`config.mk`:
```
export PLATFORM = sky130hd
export DESIGN_NAME = ps2_host_tx
export DESIGN_NICKNAME = d
export VERILOG_FILES = /design/src/rtl/ps2_pkg.sv /design/src/rtl/ps2_line_sync.sv /design/src/rtl/ps2_host_tx.sv
export SDC_FILE = /design/constraint.sdc
export NUM_CORES = 1
export LEC_CHECK = 0
export CAP_MARGIN = 30
export CORE_MARGIN = 2
export CORE_UTILIZATION = 63
export DETAILED_ROUTE_END_ITERATION = 10
export PLACE_DENSITY = 0.95
export SLEW_MARGIN = 20
export SYNTH_ARGS = -nofsm -noshare
export SYNTH_HDL_FRONTEND = slang
export SYNTH_SLANG_ARGS = --single-unit
```
`constraint.sdc`:
```
create_clock -name clkin -period 4.9 [get_ports clkin]
set_input_delay 1.47 -clock clkin [delete_from_list [all_inputs] [get_ports clkin]]
set_output_delay 1.47 -clock clkin [all_outputs]
set_load 0.03 [all_outputs]
```
`src/rtl/ps2_pkg.sv`:
```
// PS/2 shared definitions: host-tx state encoding, error codes, default timing.
// Latency: n/a (types and constants only).
// Backpressure: n/a.
package ps2_pkg;

  typedef enum logic [2:0] {
    ST_IDLE      = 3'd0,
    ST_INHIBIT   = 3'd1,
    ST_START     = 3'd2,
    ST_DATA      = 3'd3,
    ST_PARITY    = 3'd4,
    ST_STOP      = 3'd5,
    ST_ACK       = 3'd6,
    ST_WAIT_IDLE = 3'd7
  } ps2_tx_state_t;

  localparam logic [1:0] ERR_NONE    = 2'b00;
  localparam logic [1:0] ERR_TIMEOUT = 2'b01;
  localparam logic [1:0] ERR_NOACK   = 2'b10;

  // 120 us request-to-send and 15 ms edge-to-edge limit at 50 MHz
  localparam int INHIBIT_CYCLES_DEF = 6000;
  localparam int TIMEOUT_CYCLES_DEF = 750000;

  // PS/2 frames carry odd parity over the 8 data bits
  function automatic logic odd_parity(input logic [7:0] d);
    return ~^d;
  endfunction

endpackage

```
`src/rtl/ps2_line_sync.sv`:
```
// PS/2 pin conditioning: 2-FF synchronisers on clock and data plus a registered falling-edge strobe.
// Latency: synced levels 2 cycles after the pin, clk_fall strobe 3 cycles after the pin edge.
// Backpressure: none; free-running on every clkin cycle.
module ps2_line_sync (
  input  logic clkin,
  input  logic rstn,
  input  logic ps2_clk_in,
  input  logic ps2_dat_in,
  output logic clk_s,
  output logic dat_s,
  output logic clk_fall
);

  logic [1:0] clk_ff;
  logic [1:0] dat_ff;
  logic       clk_prev;

  // Idle bus is high, so reset to 1 to avoid a false edge when reset lifts
  always_ff @(posedge clkin or negedge rstn) begin
    if (!rstn) begin
      clk_ff   <= 2'b11;
      dat_ff   <= 2'b11;
      clk_prev <= 1'b1;
      clk_fall <= 1'b0;
    end else begin
      clk_ff   <= {clk_ff[0], ps2_clk_in};
      dat_ff   <= {dat_ff[0], ps2_dat_in};
      clk_prev <= clk_ff[1];
      clk_fall <= clk_prev & ~clk_ff[1];
    end
  end

  assign clk_s = clk_ff[1];
  assign dat_s = dat_ff[1];

endmodule

```
`src/rtl/ps2_host_tx.sv`:
```
// PS/2 host-to-device transmitter: RTS inhibit, 11-bit frame clocked by the device, ACK check.
// Latency: clock pulled 1 cycle after accept; data changes 1 cycle after each synced falling-edge strobe.
// Backpressure: tx_ready only in IDLE outside a done/err pulse; tx_valid while busy is ignored, no queueing.
module ps2_host_tx
  import ps2_pkg::*;
#(
  parameter int INHIBIT_CYCLES = INHIBIT_CYCLES_DEF,
  parameter int TIMEOUT_CYCLES = TIMEOUT_CYCLES_DEF
) (
  input  logic       clkin,
  input  logic       rstn,
  input  logic       ps2_clk_in,
  input  logic       ps2_dat_in,
  output logic       ps2_clk_oe,
  output logic       ps2_dat_oe,
  input  logic [7:0] tx_data,
  input  logic       tx_valid,
  output logic       tx_ready,
  output logic       tx_done,
  output logic       tx_err,
  output logic [1:0] err_code,
  output logic       rx_inhibit
);

  localparam int INH_W = $clog2(INHIBIT_CYCLES + 1);
  localparam int TO_W  = $clog2(TIMEOUT_CYCLES + 1);
  localparam logic [INH_W-1:0] INH_LAST = INH_W'(INHIBIT_CYCLES - 1);
  localparam logic [TO_W-1:0]  TO_LAST  = TO_W'(TIMEOUT_CYCLES - 1);

  logic clk_s, dat_s, clk_fall;

  ps2_line_sync u_sync (
    .clkin      (clkin),
    .rstn       (rstn),
    .ps2_clk_in (ps2_clk_in),
    .ps2_dat_in (ps2_dat_in),
    .clk_s      (clk_s),
    .dat_s      (dat_s),
    .clk_fall   (clk_fall)
  );

  ps2_tx_state_t    state_q, state_d;
  logic [7:0]       shreg_q, shreg_d;
  logic             parity_q, parity_d;
  logic             ack_q, ack_d;
  logic [2:0]       bits_q, bits_d;
  logic [INH_W-1:0] inh_q, inh_d;
  logic [TO_W-1:0]  to_q, to_d;
  logic             clk_oe_d, dat_oe_d, done_d, err_d;
  logic [1:0]       code_d;
  logic             timing;

  // The pulse cycle itself is not ready, so a new accept lands the cycle after done/err
  assign tx_ready   = (state_q == ST_IDLE) && !tx_done && !tx_err;
  assign rx_inhibit = (state_q != ST_IDLE);

  // State and registered pin/status outputs; async reset releases both lines immediately
  always_ff @(posedge clkin or negedge rstn) begin
    if (!rstn) begin
      state_q    <= ST_IDLE;
      shreg_q    <= '0;
      parity_q   <= 1'b0;
      ack_q      <= 1'b1;
      bits_q     <= '0;
      inh_q      <= '0;
      to_q       <= '0;
      ps2_clk_oe <= 1'b0;
      ps2_dat_oe <= 1'b0;
      tx_done    <= 1'b0;
      tx_err     <= 1'b0;
      err_code   <= ERR_NONE;
    end else begin
      state_q    <= state_d;
      shreg_q    <= shreg_d;
      parity_q   <= parity_d;
      ack_q      <= ack_d;
      bits_q     <= bits_d;
      inh_q      <= inh_d;
      to_q       <= to_d;
      ps2_clk_oe <= clk_oe_d;
      ps2_dat_oe <= dat_oe_d;
      tx_done    <= done_d;
      tx_err     <= err_d;
      err_code   <= code_d;
    end
  end

  // Next-state, frame shifting, edge-to-edge timeout and next values of the registered outputs
  always_comb begin
    state_d  = state_q;
    shreg_d  = shreg_q;
    parity_d = parity_q;
    ack_d    = ack_q;
    bits_d   = bits_q;
    inh_d    = inh_q;
    to_d     = to_q;
    clk_oe_d = ps2_clk_oe;
    dat_oe_d = ps2_dat_oe;
    done_d   = 1'b0;
    err_d    = 1'b0;
    code_d   = err_code;

    // Device-paced states are the ones guarded by the timeout
    timing = (state_q != ST_IDLE) && (state_q != ST_INHIBIT);
    if (timing) begin
      to_d = clk_fall ? '0 : to_q + 1'b1;
    end

    case (state_q)
      ST_IDLE: begin
        clk_oe_d = 1'b0;
        dat_oe_d = 1'b0;
        if (tx_valid && tx_ready) begin
          shreg_d  = tx_data;
          parity_d = odd_parity(tx_data);
          inh_d    = '0;
          clk_oe_d = 1'b1;
          state_d  = ST_INHIBIT;
        end
      end
      ST_INHIBIT: begin
        inh_d = inh_q + 1'b1;
        // Start bit goes low one cycle before the clock is let go
        if (inh_q == INH_LAST - 1'b1) begin
          dat_oe_d = 1'b1;
        end
        if (inh_q == INH_LAST) begin
          clk_oe_d = 1'b0;
          dat_oe_d = 1'b1;
          to_d     = '0;
          state_d  = ST_START;
        end
      end
      ST_START: begin
        if (clk_fall) begin
          dat_oe_d = ~shreg_q[0];
          shreg_d  = shreg_q >> 1;
          bits_d   = 3'd7;
          state_d  = ST_DATA;
        end
      end
      ST_DATA: begin
        if (clk_fall) begin
          if (bits_q != 3'd0) begin
            dat_oe_d = ~shreg_q[0];
            shreg_d  = shreg_q >> 1;
            bits_d   = bits_q - 1'b1;
          end else begin
            dat_oe_d = ~parity_q;
            state_d  = ST_PARITY;
          end
        end
      end
      ST_PARITY: begin
        if (clk_fall) begin
          dat_oe_d = 1'b0;
          state_d  = ST_STOP;
        end
      end
      ST_STOP: begin
        // 11th falling edge: the device should be holding data low as ACK
        if (clk_fall) begin
          ack_d   = dat_s;
          state_d = ST_ACK;
        end
      end
      ST_ACK: begin
        if (ack_q) begin
          err_d   = 1'b1;
          code_d  = ERR_NOACK;
          state_d = ST_IDLE;
        end else begin
          state_d = ST_WAIT_IDLE;
        end
      end
      ST_WAIT_IDLE: begin
        if (clk_s && dat_s) begin
          done_d  = 1'b1;
          state_d = ST_IDLE;
        end
      end
      default: state_d = ST_IDLE;
    endcase

    // A falling edge in the expiry cycle wins over the timeout
    if (timing && !clk_fall && (to_q == TO_LAST) && !done_d && !err_d) begin
      clk_oe_d = 1'b0;
      dat_oe_d = 1'b0;
      err_d    = 1'b1;
      code_d   = ERR_TIMEOUT;
      state_d  = ST_IDLE;
    end
  end

endmodule
```
; After elaboration in Yosys (flattened, before gate mapping)
; Index checks and enable logic that the tools add are counted.
[totals]
regBits = 61
latchBits = 0
ram_bits = 0
mem_bits_ro = 0
in_bits = 13
output_inout_bits = 8
elab_cells = 127
mem_count = 0
[classes]
add_sub_neg = 3
mul = 0
n_div = 0
magnitude_cmp = 0
eq_ne = 24
shifts = 0
n_mux = 46
n_bitwise = 4
reduce_logical = 34
[op_table]
columns = operator, n
row1 = two-way mux 20 bit, 4
row2 = two-way mux 3 bit, 13
row3 = two-way mux 8 bit, 4
row4 = == test 13 bit (second input constant), 2
row5 = one-hot mux 13 bit (2 select lines), 1
row6 = one-hot mux 3 bit (8 select lines), 1
row7 = one-hot mux 8 bit (3 select lines), 1
row8 = adder 20 x 1 -> 20 bit (second input constant), 1
row9 = == test 20 bit (second input constant), 1
row10 = two-way mux 1 bit, 15
row11 = adder 13 x 1 -> 13 bit (second input constant), 1
row12 = two-way mux 13 bit, 1
row13 = == test 3 bit (second input constant), 4
row14 = inequality test 3 x 2 -> 1 bit (second input constant), 4
row15 = nonzero test 3 bit, 4
row16 = AND reduction 2 bit, 5
row17 = AND reduction 5 bit, 2
row18 = logical AND 1 bit, 9
row19 = inequality test 3 bit (second input constant), 3
row20 = AND reduction 8 bit, 1
row21 = nonzero test 2 bit, 4
row22 = XNOR reduction 8 bit, 1
row23 = == test 3 x 2 -> 1 bit (second input constant), 2
row24 = two-way mux 2 bit, 3
row25 = 15 further kinds, 24

; Depth between registers and ports, before layout
[depth]
ltp_word = 8
depth_mapped = 9
depth_no_buf = 7

; Cells and area by module
; From an unflattened synthesis, not the netlist that was laid out.
[unflattened]
hier_cells = 327
area_unflattened_um2 = 3108.0
[by_module_without_submodules]
columns = module, instances, cells_each, area_per_inst_um2, seq_area_each_um2
row1 = ps2_host_tx, 1, 320, 2937.8, 1377.6
row2 = ps2_line_sync, 1, 7, 170.2, 156.4

; Least setup slack after synthesis
; No wires, ideal clock.
[synth_timing]
path_kind = register to output
startpoint = reg state_q[1]
endpoint = out tx_ready
t_arrival_ns = 1.745
required_time_ns = 3.430
path_slack_ns = 1.685
stages_incl_launch_ff = 4
path_buffers = 1
cell_sequence = dfrtp_1 > buf_4 > or3_1 > nor3_1
[synth_via]
elab_chain_cells = 3
[synth_rtl]
columns = element, line_no
row1 = "start, declared", ps2_host_tx.sv:42  ; ps2_tx_state_t state_q, state_d;
row2 = "start signal, assigned", ps2_host_tx.sv:73  ; state_q <= state_d;
row3 = logical NOT 3 bit, ps2_host_tx.sv:54  ; assign tx_ready = (state_q == ST_IDLE) && !tx_done && !tx_err;
row4 = logical AND 1 bit (2 in a row), ps2_host_tx.sv:54
row5 = "end, declared", ps2_host_tx.sv:18  ; output logic tx_ready,
; Every way passes these cells.

; Worst setup path after layout
[layout_timing]
startpoint = reg state_q[2]
endpoint = out tx_ready
; Same word-level chain as after synthesis.

==> results_dict.tcl <==
set metrics [dict create \
    cts_setup_buffers 0 \
    wl_mm 6.347 \
    fin_nets 366 \
    worstHoldEndpoint "u_sync.dat_ff[1]$_DFF_PN1_" \
    p_switching_mw 0.6104 \
    core_um2 5042 \
    tightest_slew_ns 0.9083 \
    p_comb_share_pct 31.9 \
    p_leak_nw 1.563 \
    placed_area_um2 3425 \
    die_w_um 75.74 \
    synth_top_area_share_pct 42.45 \
    dp_hpwl_mm 4.543 \
    syn_area_per_cell_um2 9.824 \
    sequentialPowerShare_pct 44.6 \
    ys_types 65 \
    dr.pass1.iters 4 \
    swShare_pct 36.23 \
    tns_ns 0 \
    area_growth_pct 11.12 \
    die_h_um 75.74 \
    yosys.area.top_type "dfrtp_1" \
    yosys_warnings 0 \
    numCtsBuffers 9 \
    r2r-start "state_q[1]$_DFFE_PN0P_" \
    power.density_nw_per_um2 467.7 \
    cts_htree_levels 3 \
    cts_resized 0 \
    grt_util_all_layers_pct 25.25 \
    synthFlopType "dfrtp_1" \
    synthCells 330 \
    hold_path.class "register to register" \
    io_buffers 20 \
    dieArea_um2 5736 \
    initialDrtViolationCount 255 \
    synth_common_cells "55 x dfrtp_1, 46 x nor2_1, 27 x nand2_1, 19 x nand3_1" \
    io_pins 21 \
    place_inst 407 \
    layout-drive-gt1-share_pct 12.18 \
    ir_drop_mv 0.3161 \
    postCtsHoldBufs 0 \
    whs_path_depth 0 \
    final_cells 423 \
    worst_setup_path_end_kind "primary output" \
    diodes 0 \
    ant_nets 0 \
    yosysSeqAreaShare_pct 47.32 \
    status "complete, no violations" \
    clockBufferDepth 2 \
    maxCapViolCount 0 \
    gr-total-overflow 0 \
    synth_seq_cells 61 \
    synth_most_common_cell "dfrtp_1" \
    layout_min_cycle_time_ns 3.718 \
    hold_viol 0 \
    arrival_ns 2.25 \
    clk_pin_slew_ns 0.07 \
    cts_sinks 61 \
    fin_area_um2 3602 \
    power_mw 1.685 \
    synthTopCellsByArea "dfrtp_1 42%, nor2_1 5.3%, dfstp_2 4.9%, xor2_1 4.3%, nand2_1 3.1%" \
    synth_nets 348 \
    place_congestion 0.9052 \
    relSlewSlack_pct 38.98 \
    rows 26 \
    power_frac_clock_pct 23.5 \
    syn_area_um2 3242 \
    via_count 2500 \
    finalHoldWorstSlack_ns 0.3577 \
    hold_path.startpoint "u_sync.dat_ff[0]$_DFF_PN1_" \
    fin_crit_sh_pct 75.88 \
    r2r.worst_path.cells 5 \
    clock.fmax_ghz 0.2690 \
    cts_tree "done" \
    clock-root-buffer "clkbuf_8" \
    grt_max_degree 39 \
    crit_path_max_fanout 19 \
    setup_viol 0 \
    intPower_mw 1.074 \
    wl_per_cell_um 15.00 \
    drc 0 \
    clock_latency_ns 0.34 \
    start_util_pct 64.29 \
    viasPerCell 5.910 \
    rsz0062_at_grt "false" \
    async_reset_ff_share_pct 100.0 \
    synth_edf_count 0 \
    clock_skew_ns 0.01065 \
    critical_path_class "register to primary output" \
    grt_pass1_vias 2359 \
    antenna_found_initial 0 \
    grt_first_pass_wirelength_mm 10.76 \
    start_kind "register" \
    report.final.slew_viol_count 0 \
    crit_required_ns 3.43 \
    ff2ff_setup_slack_ns 2.53 \
    rr_endpoint "to_q[14]$_DFF_PN0_" \
]
## state kept, by name (all words and copies together) (netlist names), 2 cells and up
signal and cells:
state_q 3, bits_q 3, to_q 20, u_sync.clk_ff 2, inh_q 13, err_code 2
u_sync.dat_ff 2, shreg_q 8
## layout make-up
| type | instances | area (um^2) |
|---|---|---|
| inverters | 10 | 37.54 |
| well taps | 70 | 87.58 |
| clock inverters | 4 | 22.52 |
| flip-flops and latches | 61 | 1534 |
| multi-input cells | 245 | 1563 |
| fillers | 371 | 1440 |
| repair buffers | 21 | 202.7 |
| clock buffers | 12 | 155.1 |
## cells in the final DEF (no fill, tap or decap), types with 2 or more instances in the layout
cell type	instances
o31ai_1	4
nand2b_1	2
a21o_1	2
nand4_1	7
nor2_1	46
nand3_1	19
nand2_1	27
nor2b_1	4
clkdlybuf4s50_1	19
nor3_1	6
a21oi_1	16
o2111ai_1	3
dfstp_2	6
and3_2	4
and3_1	3
clkbuf_8	11
xor2_1	16
clkinv_2	3
o211ai_1	4
mux2i_1	9
o21ai_0	13
mux2_2	2
a31oi_1	2
a2bb2oi_1	2
ha_1	5
dfrtp_1	55
nor4_1	2
xnor2_1	11
a21boi_0	2
inv_1	10
or3_1	3
## kinds of logic (layout without fill, tap and decap cells)
group                    after synthesis  count (layout)  synth area share [%]
XOR/XNOR                              27              27                 7.294
AND/OR/NAND/NOR                      141             141                 22.89
buffers and inverters                 24              47                 4.476
flip-flops                            61              61                 47.32
adder cells (fa/ha/maj)                5               5                 1.930
AO/OA/AOI/OAI                         61              61                 12.62
multiplexers                          11              11                 3.474
## per-layer routing
metal  track usage, %  routed length, um
met1            33.25               2819
met2            37.97               3071
met3            7.937                355
met4            12.28                 99
met5                0                  0
## through the flow
| step | setup slack (ns) | utilization, % |
|---|---|---|
| final | 1.182 | 71.44 |
| after global routing | 1.051 | 71.44 |
| after CTS | 1.190 | 71.44 |
| after detailed placement | 1.529 | 67.92 |
| after global placement | 1.583 | 67.92 |
| after floorplan | 1.685 | - |
## power by group through the flow
stage               registers, mW  logic (mW)  clock network (mW)
global route                0.766       0.605               0.429
finish                      0.751       0.537               0.397
detailed placement          0.756       0.540                   0
global placement            0.745       0.514                   0
CTS                         0.747       0.542               0.406
floorplan                   0.719       0.451                   0
## worst max-delay path, cell delays in order (launching register included)
cell	delay (ns)
dfrtp_1	0.57
or3_1	0.50
nor3_1	0.15
clkdlybuf4s50_1	0.69
## worst max path at each step
stage | slack, ns | from | to | depth (start not counted)
4_1_cts | 1.19 | state_q[2]$_DFFE_PN0P_ | tx_ready | 3
3_5_place_dp | 1.53 | tx_valid | shreg_q[7]$_DFFE_PN0P_ | 6
3_3_place_gp | 1.58 | state_q[1]$_DFFE_PN0P_ | tx_ready | 3
2_1_floorplan | 1.69 | state_q[1]$_DFFE_PN0P_ | tx_ready | 3
5_1_grt | 1.05 | state_q[1]$_DFFE_PN0P_ | tx_ready | 3
6_report | 1.18 | state_q[2]$_DFFE_PN0P_ | tx_ready | 3
No activity file was read; power rests on OpenSTA's default activity.
